`src/rtl/monolith_pkg.sv`:
```
// Shared definitions for the Monolith concrete-layer controller:
// M31 prime, controller state encoding and the field-word type.
package monolith_pkg;

  // Width of one M31 field element and the prime 2^31-1.
  localparam int unsigned M31_WIDTH = 31;
  localparam logic [31:0] M31_P     = 32'h7FFF_FFFF;

  // One M31 field element.
  typedef logic [M31_WIDTH-1:0] word_t;

  // LOAD: collect the input vector; RUN: wait for the multiplier;
  // DRAIN: stream the captured result out.
  typedef enum logic [1:0] {
    LOAD  = 2'd0,
    RUN   = 2'd1,
    DRAIN = 2'd2
  } state_t;

endpackage

```
`src/rtl/m31_rc_add.sv`:
```
// Combinational M31 modular adder: sum = (a + b) mod (2^31-1).
// Both operands are expected to be already reduced (< P), so one
// conditional subtraction is enough.
module m31_rc_add
  import monolith_pkg::*;
#(
  parameter int WORD_WIDTH = 31
) (
  input  logic [WORD_WIDTH-1:0] a,
  input  logic [WORD_WIDTH-1:0] b,
  output logic [WORD_WIDTH-1:0] sum
);

  localparam logic [WORD_WIDTH:0] P_EXT = (WORD_WIDTH + 1)'(M31_P);

  logic [WORD_WIDTH:0] raw;

  // Widen by one bit so the carry is kept, then fold back once.
  always_comb begin
    raw = {1'b0, a} + {1'b0, b};
    sum = WORD_WIDTH'((raw >= P_EXT) ? (raw - P_EXT) : raw);
  end

endmodule

```
`src/rtl/concrete_layer_ctrl.sv`:
```
// Concrete-layer controller for a Monolith-style permutation.
// Loads a state vector serially, holds it on mul_vec for an external
// circulant multiplier, captures the multiplier result and streams it
// back out serially.
// Optional feature: define CONCRETE_RC_EN to add an rc port and fold
// the round constants into each captured word (mod 2^31-1).
module concrete_layer_ctrl
  import monolith_pkg::*;
#(
  parameter int WORD_WIDTH = 31,
  parameter int MTX_SIZE   = 16
) (
  input  logic                                clk,
  input  logic                                reset,
  input  logic                                in_valid,
  output logic                                in_ready,
  input  logic [WORD_WIDTH-1:0]               in_data,
  output logic [MTX_SIZE-1:0][WORD_WIDTH-1:0] mul_vec,
  output logic                                mul_reset,
  input  logic [MTX_SIZE-1:0][WORD_WIDTH-1:0] mul_result,
  input  logic                                mul_valid,
  output logic                                out_valid,
  input  logic                                out_ready,
  output logic [WORD_WIDTH-1:0]               out_data,
  output logic                                out_last
`ifdef CONCRETE_RC_EN
  ,
  input  logic [MTX_SIZE-1:0][WORD_WIDTH-1:0] rc
`endif
);

  localparam int unsigned           IDX_W    = $clog2(MTX_SIZE);
  localparam logic [IDX_W-1:0]      LAST_IDX = IDX_W'(MTX_SIZE - 1);

  state_t                                state;
  state_t                                state_next;
  logic [IDX_W-1:0]                      wr_idx;
  logic [IDX_W-1:0]                      rd_idx;
  logic [MTX_SIZE-1:0][WORD_WIDTH-1:0]   vec_buf;
  logic [MTX_SIZE-1:0][WORD_WIDTH-1:0]   res_buf;
  logic [MTX_SIZE-1:0][WORD_WIDTH-1:0]   cap_word;
  // High during the first RUN cycle, while the multiplier is still
  // leaving reset and its valid cannot be trusted.
  logic                                  run_first;
  logic                                  load_fire;
  logic                                  load_done;
  logic                                  capture;
  logic                                  drain_fire;

  // Value written into res_buf on capture.
`ifdef CONCRETE_RC_EN
  for (genvar k = 0; k < MTX_SIZE; k++) begin : g_rc_add
    m31_rc_add #(
      .WORD_WIDTH (WORD_WIDTH)
    ) u_rc_add (
      .a   (mul_result[k]),
      .b   (rc[k]),
      .sum (cap_word[k])
    );
  end
`else
  assign cap_word = mul_result;
`endif

  // The multiplier sees the held input vector directly.
  assign mul_vec = vec_buf;

  // State register.
  // NOTE: sequential state uses non-blocking (<=) so every flop samples
  // pre-edge values regardless of statement order.
  always_ff @(posedge clk or posedge reset) begin
    if (reset) begin
      state <= LOAD;
    end else begin
      state <= state_next;
    end
  end

  // Next-state and output decode.
  // NOTE: every output gets a default first, so no path leaves one
  // unassigned and no latch is inferred.
  always_comb begin
    state_next = state;
    in_ready   = 1'b0;
    mul_reset  = 1'b0;
    out_valid  = 1'b0;
    out_last   = 1'b0;
    out_data   = '0;
    load_fire  = 1'b0;
    load_done  = 1'b0;
    capture    = 1'b0;
    drain_fire = 1'b0;
    unique case (state)
      LOAD: begin
        in_ready  = 1'b1;
        mul_reset = 1'b1;
        load_fire = in_valid;
        load_done = in_valid && (wr_idx == LAST_IDX);
        if (load_done) state_next = RUN;
      end
      RUN: begin
        capture = mul_valid && !run_first;
        if (capture) state_next = DRAIN;
      end
      DRAIN: begin
        mul_reset  = 1'b1;
        out_valid  = 1'b1;
        out_data   = res_buf[rd_idx];
        out_last   = (rd_idx == LAST_IDX);
        drain_fire = out_ready;
        if (out_ready && out_last) state_next = LOAD;
      end
      default: state_next = LOAD;
    endcase
  end

  // Datapath: vector/result buffers, indices and the first-RUN flag.
  // NOTE: the buffers are reset here because mul_vec and out_data must
  // read as zero during reset; plain storage arrays would not be.
  always_ff @(posedge clk or posedge reset) begin
    if (reset) begin
      wr_idx    <= '0;
      rd_idx    <= '0;
      vec_buf   <= '0;
      res_buf   <= '0;
      run_first <= 1'b0;
    end else begin
      run_first <= load_done;
      if (load_fire) begin
        vec_buf[wr_idx] <= in_data;
        wr_idx          <= load_done ? '0 : wr_idx + 1'b1;
      end
      if (capture) begin
        res_buf <= cap_word;
      end
      if (drain_fire) begin
        rd_idx <= out_last ? '0 : rd_idx + 1'b1;
      end
    end
  end

endmodule

```
`config.mk`:
```
export PLATFORM = sky130hd
export DESIGN_NAME = concrete_layer_ctrl
export DESIGN_NICKNAME = d
export VERILOG_FILES = /design/src/rtl/monolith_pkg.sv /design/src/rtl/m31_rc_add.sv /design/src/rtl/concrete_layer_ctrl.sv
export SDC_FILE = /design/constraint.sdc
export NUM_CORES = 2
export LEC_CHECK = 0
export ABC_AREA = 1
export BUFFER_PORTS_ARGS = -buffer_cell sky130_fd_sc_hd__buf_2
export CAP_MARGIN = 20
export CORE_AREA = 4 4 408 410
export DETAILED_ROUTE_END_ITERATION = 12
export DIE_AREA = 0 0 412 414
export GPL_TIMING_DRIVEN = 0
export SLEW_MARGIN = 25
export SYNTH_ARGS = -nofsm -noshare
export SYNTH_HDL_FRONTEND = slang
export SYNTH_SLANG_ARGS = --single-unit
```
`constraint.sdc`:
```
create_clock -name clk -period 44.5 [get_ports clk]
set_input_delay 6.675 -clock clk [delete_from_list [all_inputs] [get_ports clk]]
set_output_delay 6.675 -clock clk [all_outputs]
set_load 0.01 [all_outputs]
```
==> flow_summary_export.csv <==
group,metric,value,unit
power_and_ir_drop,power.total,0.004153,W
critical_path,required,37830,ps
sta,hold_viol,0,
sta,rsz0062_at_grt,"no",
power_and_ir_drop,ir_drop,0.00004246,V
finish,regArea,25100,um2
sta,slew_headroom,0.2585,
power_and_ir_drop,leakage,28.18,nW
synth,yosysSeqAreaShare,0.5949,
finish,nets,6643,
drt,via_count,40700,
drt,drt-total-wl,225.2,mm
floorplan,coreArea,162400,um2
sta,clock_skew,72.72,ps
floorplan,dieArea,170600,um2
critical_path,crit_path_end_kind,"output pin",
drt,post_drt_wl_per_cell,26.81,um
synth,syn_area,42190,um2
drt,ant_nets,0,
synth,synth_cells,4919,
critical_path,worstPathMaxFanout,10,
drt,dr.pass1.iters,6,
grt,grtUsageTotal,0.2542,
clock_network,cts_buffer_depth,3,
clock_network,clkTransAtPathRegs,70,ps
synth,ys_warn_count,0,
placement,place_congestion,0.9672,
grt,grt_pass1_wl,307.4,mm
grt,grt_max_degree,100,
drt,drt_iter0_markers,4158,
finish,final_common_cell,"buf_2",
finish,syn2layout_area_growth,28.98,%
floorplan,die_w,412,um
finish,multiInputGateArea,13700,um2
clock_network,clock_sinks,1003,
drt,vias_per_cell,4.844,
run,cap_violations,0,
floorplan,row_count,148,
floorplan,initial_core_util,0.2598,
synth,avgSynthCellArea,8.577,um2
sta,period_minus_slack,10830,ps
hold_path,hold_class,"reg2reg",
synth,syn-num-nets,5456,
clock_network,cts_hold_buf,0,
sta,clock.fmax,92.36,MHz
synth,synth_seq_cells,1003,
critical_path,crit_path_start_kind,"flip-flop",
floorplan,die_y,414,um
finish,fill_cells,17220,
clock_network,cts-resized-gates,0,
placement,pre_cts_slack,34500,ps
sta,final-setup-viol-count,0,
critical_path,worst-r2r-setup-slack,41600,ps
drt,drc,0,
critical_path,critical_path_class,"reg2out",
synth,synthDistinctLibCells,24,
sta,slew_viol_final,0,
finish,finish.instance_area,54420,um2
placement,hpwl,182.4,mm
placement,dpl_cell_area,50540,um2
placement,io_buffers,1062,
clock_network,cts_root_buffer,"clkbuf_16",
sta,timing.final.crit_share,0.2433,
clock_network,numCtsBuffers,112,
power_and_ir_drop,power_density,76.31,nW/um2
critical_path,arrival,4150,ps
sta,tightestPinTransition,1112,ps
clock_network,htreeDepth,3,
floorplan,num_io_pins,1063,
grt,grt_pass1_vias,39830,
clock_network,clock_latency,740,ps
finish,final_layout_size_suffix_gt1_frac,0.2430,
clock_network,cts_tree,"yes",
grt,overflow,0,
grt,antenna_found_initial,74,
finish,final_cell_mix,"buf_2, dfrtp_1, nor2_1",
clock_network,post_cts_buffers,0,
sta,setup_ws,33670,ps
outcome,status,"finished clean",
[cell families after synthesis]
family,count (synthesis),share of synthesized area
AO/OA/AOI/OAI,970,0.1152
XOR/XNOR,2,0.0004152
adder cells (fa/ha/maj),5,0.001483
buffers and inverters,846,0.08048
flip-flops,1003,0.5949
multiplexers,63,0.01681
AND/OR/NAND/NOR,2030,0.1907
[layout make-up]
class,instances,share of cell area
clock buffer,158,0.05946
multi-input combinational,3070,0.2517
tap,2175,0.05001
inverter,512,0.03545
antenna,32,0.001471
buffer,334,0.02715
timing repair buffer,1073,0.1032
sequential,1003,0.4612
clock inverter,44,0.01035
[cell usage after synthesis]
cell,number,area (um2)
nand3_2,4,40.04
o31ai_1,1,7.510
buf_4,5,37.54
inv_2,1,3.750
or2_1,1,6.260
xor2_1,2,17.52
a211oi_1,1,7.510
clkbuf_1,141,529.3
nor2_4,3,33.78
nor3_1,1,5.000
buf_2,161,805.8
nand4_1,1,6.260
clkinv_1,2,7.510
nand3_1,283,1416
buf_1,27,101.4
mux2_2,63,709.4
inv_1,509,1911
nand2_1,823,3089
ha_1,5,62.56
dfrtp_1,1003,25100
nor2_2,8,50.05
nor2_1,906,3401
a21oi_1,806,4034
o21ai_0,162,810.8
[critical path, stage by stage (launching register included)]
cell and delay, ps:
dfrtp_1 350, buf_2 340, clkinv_1 340, buf_2 340
clkbuf_1 500, nand2_1 190, nand3_1 170, nand3_1 170
nand3_1 160, a21oi_1 560, buf_2 260
[layer usage]
metal  track usage  share of wire  up-vias
li1              -              -    17850
met1        0.3125           0.38    20090
met2        0.4080           0.45     2174
met3       0.07802           0.10      524
met4        0.1176          0.057       56
met5             0         0.0015        -
[metrics by stage]
step	instances	hold WS [ps]	util	setup TNS (ps)
after floorplan	4919	477.0	-	0
after global placement	8156	460.5	0.3093	-2049870
after detailed placement	8167	467.5	0.3112	0
after CTS	8369	482.5	0.3346	0
after global routing	8379	493.0	0.3348	0
final	8401	476.5	0.3351	0
[sequential cells by signal, indices dropped and copies added, names as in the netlist]
signal     count
state          2
wr_idx         4
rd_idx         4
res_buf      496
run_first      1
mul_vec      496
[power by group]
part	internal, W	switching [W]
clock	0.000545	0.000417
combinational	0.000522	0.00117
sequential	0.00131	0.000190
[worst paths after layout]
path	start	endpoint	cells after the start
max reg2reg	state[0]	res_buf[175]	7
max in group asynchronous	reset	mul_vec[213]	6
min in group asynchronous	reset	mul_vec[120]	2
min	mul_vec[24]	mul_vec[24]	2
min reg2reg	mul_vec[24]	mul_vec[24]	2
max	rd_idx[0]	out_data[22]	10
No activity file was read; power rests on OpenSTA's default activity.
